## src/rtl/counter_ctrl_pkg.sv

```systemverilog
// Shared types and defaults for the counter run controller.
// Command encodings, FSM states and default widths.
package counter_ctrl_pkg;

  localparam int WIDTH_DEF      = 4;
  localparam int PRESCALE_W_DEF = 8;

  typedef enum logic [1:0] {
    IDLE,
    RUN,
    PAUSE,
    DONE
  } state_t;

  typedef enum logic [1:0] {
    OP_START = 2'b00,
    OP_STOP  = 2'b01,
    OP_STEP  = 2'b10,
    OP_CLEAR = 2'b11
  } op_t;

endpackage

```

## src/rtl/counter_run_controller_if.sv

```systemverilog
// Command channel of the counter run controller.
// Master issues commands and config; slave returns cmd_ready.
interface counter_run_controller_if
  import counter_ctrl_pkg::*;
#(
  parameter int WIDTH      = WIDTH_DEF,
  parameter int PRESCALE_W = PRESCALE_W_DEF
);

  logic                  cmd_valid;
  logic                  cmd_ready;
  logic [1:0]            cmd_op;
  logic [WIDTH-1:0]      cfg_limit;
  logic [PRESCALE_W-1:0] cfg_div;
  logic                  cfg_oneshot;

  modport master (
    output cmd_valid,
    output cmd_op,
    output cfg_limit,
    output cfg_div,
    output cfg_oneshot,
    input  cmd_ready
  );

  modport slave (
    input  cmd_valid,
    input  cmd_op,
    input  cfg_limit,
    input  cfg_div,
    input  cfg_oneshot,
    output cmd_ready
  );

endinterface

```

## src/rtl/counter_core.sv

```systemverilog
// Count register with clear, increment and limit compare.
// Wraps to zero from the limit or from all ones.
module counter_core
  import counter_ctrl_pkg::*;
#(
  parameter int WIDTH = WIDTH_DEF
) (
  input  logic             clk,
  input  logic             rst,
  input  logic             i_clr,
  input  logic             i_inc,
  input  logic [WIDTH-1:0] i_limit,
  output logic [WIDTH-1:0] o_q,
  output logic             o_at_limit,
  output logic             o_at_max
);

  logic [WIDTH-1:0] r_q;

  always_ff @(posedge clk) begin
    if (rst) begin
      r_q <= '0;
    end else if (i_clr) begin
      r_q <= '0;
    end else if (i_inc) begin
      r_q <= o_at_limit ? '0 : r_q + 1'b1;
    end
  end

  assign o_q        = r_q;
  assign o_at_limit = (r_q == i_limit);
  assign o_at_max   = &r_q;

endmodule

```

## src/rtl/counter_run_controller.sv

```systemverilog
// Command-driven run controller for a prescaled up counter.
// Optional sticky irq output when COUNTER_IRQ_EN is defined.
module counter_run_controller
  import counter_ctrl_pkg::*;
#(
  parameter int WIDTH      = WIDTH_DEF,
  parameter int PRESCALE_W = PRESCALE_W_DEF
) (
  input  logic             clk,
  input  logic             rst,
  counter_run_controller_if.slave cmd,
  output logic [WIDTH-1:0] q,
  output logic             busy,
  output logic             wrap,
  output logic             done
`ifdef COUNTER_IRQ_EN
  ,
  output logic             irq
`endif
);

  state_t                r_state;
  state_t                w_nstate;
  logic                  r_hold;
  logic [WIDTH-1:0]      r_limit;
  logic [PRESCALE_W-1:0] r_div;
  logic [PRESCALE_W-1:0] r_pre;
  logic                  r_oneshot;
  logic                  r_wrap;

  logic w_acc;
  op_t  w_op;
  logic w_tick;
  logic w_start;
  logic w_stop;
  logic w_step;
  logic w_clear;
  logic w_done_ev;
  logic w_at_limit;
  logic w_at_max;
  logic w_clr_q;
  logic w_inc;
  logic w_wrap_ev;
  logic w_pre_clr;
  logic w_pre_inc;

  assign w_acc = cmd.cmd_valid & cmd.cmd_ready;
  assign w_op  = op_t'(cmd.cmd_op);

  // An accepted command swallows a tick landing in the same cycle
  assign w_tick = (r_state == RUN)
                & (r_pre == r_div)
                & ~w_acc;

  assign w_start = w_acc & (w_op == OP_START)
                 & (r_state != RUN);
  assign w_stop  = w_acc & (w_op == OP_STOP)
                 & (r_state == RUN);
  assign w_step  = w_acc & (w_op == OP_STEP)
                 & ((r_state == IDLE) | (r_state == PAUSE));
  assign w_clear = w_acc & (w_op == OP_CLEAR);

  assign w_done_ev = w_tick & w_at_limit & r_oneshot;

  always_ff @(posedge clk) begin
    if (rst) r_state <= IDLE;
    else     r_state <= w_nstate;
  end

  always_comb begin
    w_nstate = r_state;
    unique case (1'b1)
      w_clear:   w_nstate = IDLE;
      w_start:   w_nstate = RUN;
      w_stop:    w_nstate = PAUSE;
      w_done_ev: w_nstate = DONE;
      default:   w_nstate = r_state;
    endcase
  end

  always_comb begin
    w_clr_q   = w_clear | (w_start & (r_state != PAUSE));
    w_inc     = w_step | (w_tick & ~w_done_ev);
    w_wrap_ev = w_inc & (w_at_limit | w_at_max);
    w_pre_clr = w_clear | w_start | w_tick;
    w_pre_inc = (r_state == RUN) & ~w_acc & ~w_tick;
    busy          = (r_state == RUN);
    done          = (r_state == DONE);
    wrap          = r_wrap;
    cmd.cmd_ready = ~r_hold;
  end

  always_ff @(posedge clk) begin
    if (rst) begin
      r_hold    <= 1'b0;
      r_wrap    <= 1'b0;
      r_limit   <= '1;
      r_div     <= '0;
      r_oneshot <= 1'b0;
      r_pre     <= '0;
    end else begin
      r_hold <= w_acc;
      r_wrap <= w_wrap_ev;
      if (w_start) begin
        r_limit   <= cmd.cfg_limit;
        r_div     <= cmd.cfg_div;
        r_oneshot <= cmd.cfg_oneshot;
      end
      if (w_pre_clr)      r_pre <= '0;
      else if (w_pre_inc) r_pre <= r_pre + 1'b1;
    end
  end

  counter_core #(
    .WIDTH(WIDTH)
  ) u_core (
    .clk       (clk),
    .rst       (rst),
    .i_clr     (w_clr_q),
    .i_inc     (w_inc),
    .i_limit   (r_limit),
    .o_q       (q),
    .o_at_limit(w_at_limit),
    .o_at_max  (w_at_max)
  );

`ifdef COUNTER_IRQ_EN
  logic r_irq;

  always_ff @(posedge clk) begin
    if (rst)                         r_irq <= 1'b0;
    else if (w_wrap_ev | w_done_ev)  r_irq <= 1'b1;
    else if (w_clear)                r_irq <= 1'b0;
  end

  assign irq = r_irq;
`endif

endmodule

```

## src/flat_wrapper.sv

```systemverilog
// flat-port wrapper written by rule: the top's interface ports become plain ports
module counter_run_controller_flat import counter_ctrl_pkg::*;
#(
  parameter int WIDTH      = WIDTH_DEF,
  parameter int PRESCALE_W = PRESCALE_W_DEF
)
  (clk, rst, q, busy, wrap, done, cmd_cmd_valid, cmd_cmd_op, cmd_cfg_limit, cmd_cfg_div, cmd_cfg_oneshot, cmd_cmd_ready);
  counter_run_controller_if #(.WIDTH(WIDTH), .PRESCALE_W(PRESCALE_W)) cmd_i ();
  input  logic clk;
  input  logic rst;
  output logic [WIDTH-1:0] q;
  output logic busy;
  output logic wrap;
  output logic done;
  input wire logic [$bits(cmd_i.cmd_valid)-1:0] cmd_cmd_valid;
  input wire logic [$bits(cmd_i.cmd_op)-1:0] cmd_cmd_op;
  input wire logic [$bits(cmd_i.cfg_limit)-1:0] cmd_cfg_limit;
  input wire logic [$bits(cmd_i.cfg_div)-1:0] cmd_cfg_div;
  input wire logic [$bits(cmd_i.cfg_oneshot)-1:0] cmd_cfg_oneshot;
  output wire logic [$bits(cmd_i.cmd_ready)-1:0] cmd_cmd_ready;
  assign cmd_i.cmd_valid = cmd_cmd_valid;
  assign cmd_i.cmd_op = cmd_cmd_op;
  assign cmd_i.cfg_limit = cmd_cfg_limit;
  assign cmd_i.cfg_div = cmd_cfg_div;
  assign cmd_i.cfg_oneshot = cmd_cfg_oneshot;
  assign cmd_cmd_ready = cmd_i.cmd_ready;
  counter_run_controller #(.WIDTH(WIDTH), .PRESCALE_W(PRESCALE_W)) u_core (.clk(clk), .rst(rst), .cmd(cmd_i), .q(q), .busy(busy), .wrap(wrap), .done(done));
endmodule
```

## config.mk

```make
export PLATFORM = sky130hd
export DESIGN_NAME = counter_run_controller_flat
export DESIGN_NICKNAME = d
export VERILOG_FILES = /design/src/rtl/counter_ctrl_pkg.sv /design/src/rtl/counter_run_controller_if.sv /design/src/rtl/counter_core.sv /design/src/rtl/counter_run_controller.sv /design/src/flat_wrapper.sv
export SDC_FILE = /design/constraint.sdc
export NUM_CORES = 1
export LEC_CHECK = 0
export CAP_MARGIN = 25
export CORE_MARGIN = 1
export CORE_UTILIZATION = 40
export DETAILED_ROUTE_END_ITERATION = 10
export PLACE_DENSITY_LB_ADDON = 0.3
export RECOVER_POWER = 25
export SKIP_CTS_REPAIR_TIMING = 1
export SLEW_MARGIN = 30
export SYNTH_ARGS = -nofsm -noshare
export SYNTH_HDL_FRONTEND = slang
export SYNTH_SLANG_ARGS = --single-unit
```

## constraint.sdc

```tcl
create_clock -name clk -period 5.84 [get_ports clk]
set_clock_uncertainty 0.15 [all_clocks]
set_input_delay 1.168 -clock clk [delete_from_list [all_inputs] [get_ports clk]]
set_output_delay 1.168 -clock clk [all_outputs]
set_load 0.1 [all_outputs]
```

Word-level counts from Yosys, hierarchy flattened
Cells that the tools add are included.
Widths: inputs -> output; s select.
{ "totals": {"out_inout_bits": 8, "regBits": 29} }
{ "classes": {"bitwise_logic": 27, "addsub": 2, "reduce_logical": 6, "n_eq_ne": 10, "mux": 2} }
{ "ops": {"columns": ["cell", "n"], "rows": [
  ["$and 1x1->1", 17],
  ["$add 8x1->8 const B", 1],
  ["$eq 2x2->1 const B", 4],
  ["$eq 8x8->1", 1],
  ["$pmux 2 s4", 1],
  ["$or 1x1->1", 6],
  ["$add 4x1->4 const B", 1],
  ["$eq 2x1->1 const B", 2],
  ["$eq 4x4->1", 1],
  ["$logic_not 2->1", 2],
  ["$mux 4", 1],
  ["$not 1->1", 4],
  ["$reduce_and 4->1", 1],
  ["$reduce_bool 4->1", 1],
  ["$reduce_or 2->1", 2],
  ["$ne 2x1->1 const B", 1],
  ["$ne 2x2->1 const B", 1]
]} }

Longest topological paths before layout
{ "logic_depth": {"depth_word": 10, "mapped_depth": 6} }

By module
A second synthesis with hierarchy kept.
{ "hier_totals": {"hier_cells": 172, "hier_area_um2": 1480.2} }
{ "modules_own_cells": {"columns": ["module", "area_per_inst_um2", "cells_each", "instances", "seq_area_each_um2"], "rows": [
  ["counter_run_controller", 1174.9, 143, 1, 500.5],
  ["counter_core", 305.3, 29, 1, 80.1]
]} }

Least setup slack after synthesis
OpenSTA, ideal clock, no wires.
{ "synth_path": {"path_type": "in2reg", "from": "input cmd_cmd_valid", "to": "register u_core.u_core.r_q[1] (netlist: u_core.u_core.o_q[1])", "setup_slack_ns": 3.146, "setup_ns": 0.120, "path_stages": 6, "arrival_time_ns": 2.424, "cell_sequence": "nand2b_1 -> buf_2 -> nor3_1 -> nor2_1 -> a32o_1 -> o31a_1"} }
{ "synth_via": {"elab_chain_cells": 8} }
{ "synth_lines": {"columns": ["element", "line", "rtl"], "rows": [
  ["from (decl)", "flat_wrapper.sv:15", "input wire logic [$bits(cmd_i.cmd_valid)-1:0] cmd_cmd_valid;"],
  ["$and 1x1->1 (*)", "counter_run_controller.sv:47", "assign w_acc = cmd.cmd_valid & cmd.cmd_ready;"],
  ["$not 1->1", "counter_run_controller.sv:53", "& ~w_acc;"],
  ["$and 1x1->1", "counter_run_controller.sv:53", null],
  ["$and 1x1->1 (2 in a row)", "counter_run_controller.sv:63", "assign w_done_ev = w_tick & w_at_limit & r_oneshot;"],
  ["$not 1->1", "counter_run_controller.sv:83", "w_inc = w_step | (w_tick & ~w_done_ev);"],
  ["$and 1x1->1", "counter_run_controller.sv:83", null],
  ["$or 1x1->1", "counter_run_controller.sv:83", null],
  ["to (signal assigned)", "counter_core.sv:26", "r_q <= o_at_limit ? '0 : r_q + 1'b1;"],
  ["to (decl)", "counter_core.sv:18", "logic [WIDTH-1:0] r_q;"]
]} }
Every way passes the cells marked *; elsewhere a longest branch is shown, timed or not.
A chain may end at the register's enable or synchronous reset.

Final worst setup path
{ "layout_path": {"from": "register u_core.r_state[0]", "to": "output busy"} }
{ "layout_via": {"elab_chain_cells": 1} }
{ "layout_lines": {"columns": ["element", "line", "rtl"], "rows": [
  ["from (decl)", "counter_run_controller.sv:22", "state_t r_state;"],
  ["from (signal assigned)", "counter_run_controller.sv:67", "else r_state <= w_nstate;"],
  ["$eq 2x1->1", "counter_run_controller.sv:87", "busy = (r_state == RUN);"],
  ["to (decl)", "flat_wrapper.sv:12", "output logic busy;"]
]} }
Every way passes these cells.

==> qor.csv <==
metric,value,unit
hp-class,reg2reg,
finalWorstPathRequiredPeriod,3.44,ns
reg2reg_from,u_core.r_pre[2],
grt_pass1_wl,5.65,mm
yosysWarnings,0,
ir_drop,0.107,mV
grt_max_degree,21,
clk_pin_slew_worst_paths,0.07,ns
rrSetupSlack,3.56,ns
fin_hold_ws,0.318,ns
finalSetupViolCount,0,
drtIter0Drc,76,
drive_gt1_share,6.82,%
async_flop_share,0,%
cp.arrival,2.12,ns
die_w,64,microns
max_freq,0.291,GHz
slowest_stage,clkdlybuf4s50_1,
cts-root-buf,clkbuf_8,
ys_seq_area_share,37.8,%
startpoint_type,register,
rsz0062_at_grt,no,
outcome,"finished, final reports clean",
synthDistinctLibCells,44,
drt-wirelength-per-cell,12.0,microns
path_max_fanout,7,
grt_antenna_before_repair,0,
portBuffers,25,
cp.required,4.52,ns
regArea,581,sq um
insertion_delay,0.28,ns
track_usage,17.9,%
nets,239,
dr.pass1.iters,4,
netlist_area,1540,sq um
synth-edff-count,0,
maxCapViolations,0,
cts_tree,built,
ys_ff_latch,29,
fin_cells,268,
routed_via_density,5.03,
clock-sinks,29,
tns,0,ns
gp_congestion,0.817,
vias,1349,
cts-buffers-inserted,5,
cp_cell_sequence,nand2b_1 > clkinv_2 > clkdlybuf4s50_1,
diodes,0,
leakagePower,0.772,nW
die-area,4100,sq um
synthCells,193,
hold_viol,0,
hpwl,2.31,mm
fp-row-count,22,
ys.flop_type,dfxtp_1,
grt_pass1_vias,1238,
syn-num-nets,213,
nFillCells,364,
ios,26,
ant_nets,0,
core_area,3660,sq um
syn-mean-instance-area,7.97,sq um
path_class,reg2out,
htree_levels,2,
fp.dieH,64,microns
fin_crit_sh,58.9,%
tightest_slew,0.962,ns
syn_to_final_growth,25.1,%
multiInputGateArea,903,sq um
drv_slew,0,
routed_wl,3.21,mm
cts_buffer_depth,2,
numPlacedInstances,260,
initial_core_util,42.0,%
max_stage_delay,1.13,ns
cp-end-kind,primary output,
max-slew-margin-rel,35.7,%
crit_end,busy,
drc,0,
overflow,0,
worstRegToRegCells,5,
critPathLaunch,u_core.r_state[0],
power_density,233,nW/um^2
reg2reg_to,u_core.u_core.o_q[1],
==> area by class of cell <==
class | instances | share of cell area (%)
Clock buffer | 7 | 5.01
Sequential cell | 29 | 30.2
Clock inverter | 1 | 0.260
Multi-Input combinational cell | 152 | 47.0
Timing Repair Buffer | 26 | 13.4
Tap cell | 48 | 3.12
Inverter | 5 | 1.04
==> worst min-delay path by stage <==
stage / start / end / slack, ns / cells after the start
floorplan: u_core.r_div[0] / u_core.r_div[0] / 0.30 / 2
global placement: u_core.r_div[0] / u_core.r_div[0] / 0.30 / 2
detailed placement: u_core.r_div[2] / u_core.r_div[2] / 0.31 / 2
CTS: u_core.r_div[2] / u_core.r_div[2] / 0.32 / 2
global route: u_core.r_div[0] / u_core.r_div[0] / 0.34 / 2
finish: u_core.r_div[0] / u_core.r_div[0] / 0.32 / 2
==> placed cells by master, fill, tap and decap left out, types with 2 or more instances in the layout <==
master           netlist  layout
a211oi_1               3       3
a21oi_1               14      14
a2bb2oi_1              2       2
and3_1                 4       4
clkbuf_8               0       7
clkdlybuf4s50_1        0      22
clkinv_2               1       2
dfxtp_1               29      29
dlygate4sd3_1          0       3
ha_1                   2       2
inv_1                  4       4
mux2i_1                4       4
nand2_1               40      40
nand2b_1               5       5
nand3_1                5       6
nand3b_1               4       4
nand4_1                2       2
nor2_1                16      16
nor3_1                 3       3
nor4_2                 2       2
o21a_1                 3       3
o21ai_0                2       2
or3_1                  3       3
or4_1                  3       3
xnor2_1                8       8
xor2_1                 8       8
==> Yosys cell counts, types with 5 or more instances <==
cell type | number | area share, %
nand2_1 | 40 | 9.8
dfxtp_1 | 29 | 38
nor2_1 | 16 | 3.9
a21oi_1 | 14 | 4.6
xnor2_1 | 8 | 4.6
xor2_1 | 8 | 4.6
clkbuf_1 | 5 | 1.2
nand2b_1 | 5 | 2.0
nand3_1 | 5 | 1.6
==> cell families (layout without fill, tap and decap cells) <==
kind of cell	count (synthesis)	count (layout)	synth area share, %
xor+xnor	16	16	9.11
fa+ha+maj	2	2	1.63
compound gates	35	35	15.1
buf+inv	12	39	3.17
simple gates	95	95	30.7
flops	29	29	37.8
mux	4	4	2.60
==> state kept, by name (all words and copies together), names as in the netlist <==
name and flops:
u_core.r_pre 8, u_core.u_core.o_q 4, u_core.wrap 1, u_core.r_hold 1
u_core.r_div 8, u_core.r_state 2, u_core.r_oneshot 1, u_core.r_limit 4
==> critical path, delay by kind of cell (launching register included) <==
kind,cells,cell delay [ns]
buffers and inverters,2,1.24
flip-flops,1,0.43
AND/OR/NAND/NOR,1,0.16
==> power by group <==
group          internal, mW  total (mW)  switching (mW)
Combinational        0.0251      0.0581          0.0330
Sequential            0.203       0.207         0.00452
Clock                 0.106       0.184          0.0774
==> metrics by stage <==
stage	worst slack, ns	power (mW)	area [sq um]	utilization, %
global route	2.31	0.468	1920	52.5
global placement	2.53	0.270	1830	49.9
finish	2.40	0.449	1920	52.5
detailed placement	2.47	0.270	1830	49.9
CTS	2.39	0.454	1930	52.7
floorplan	3.15	0.249	1540	-
==> metal layers <==
layer	global-route usage, %	part of all wire (%)	vias up
li1	-	-	719
met1	24.7	51	595
met2	25.9	43	29
met3	4.82	4.3	6
met4	7.67	1.7	0
met5	0	0	-
(Power assumes the default switching activity.)
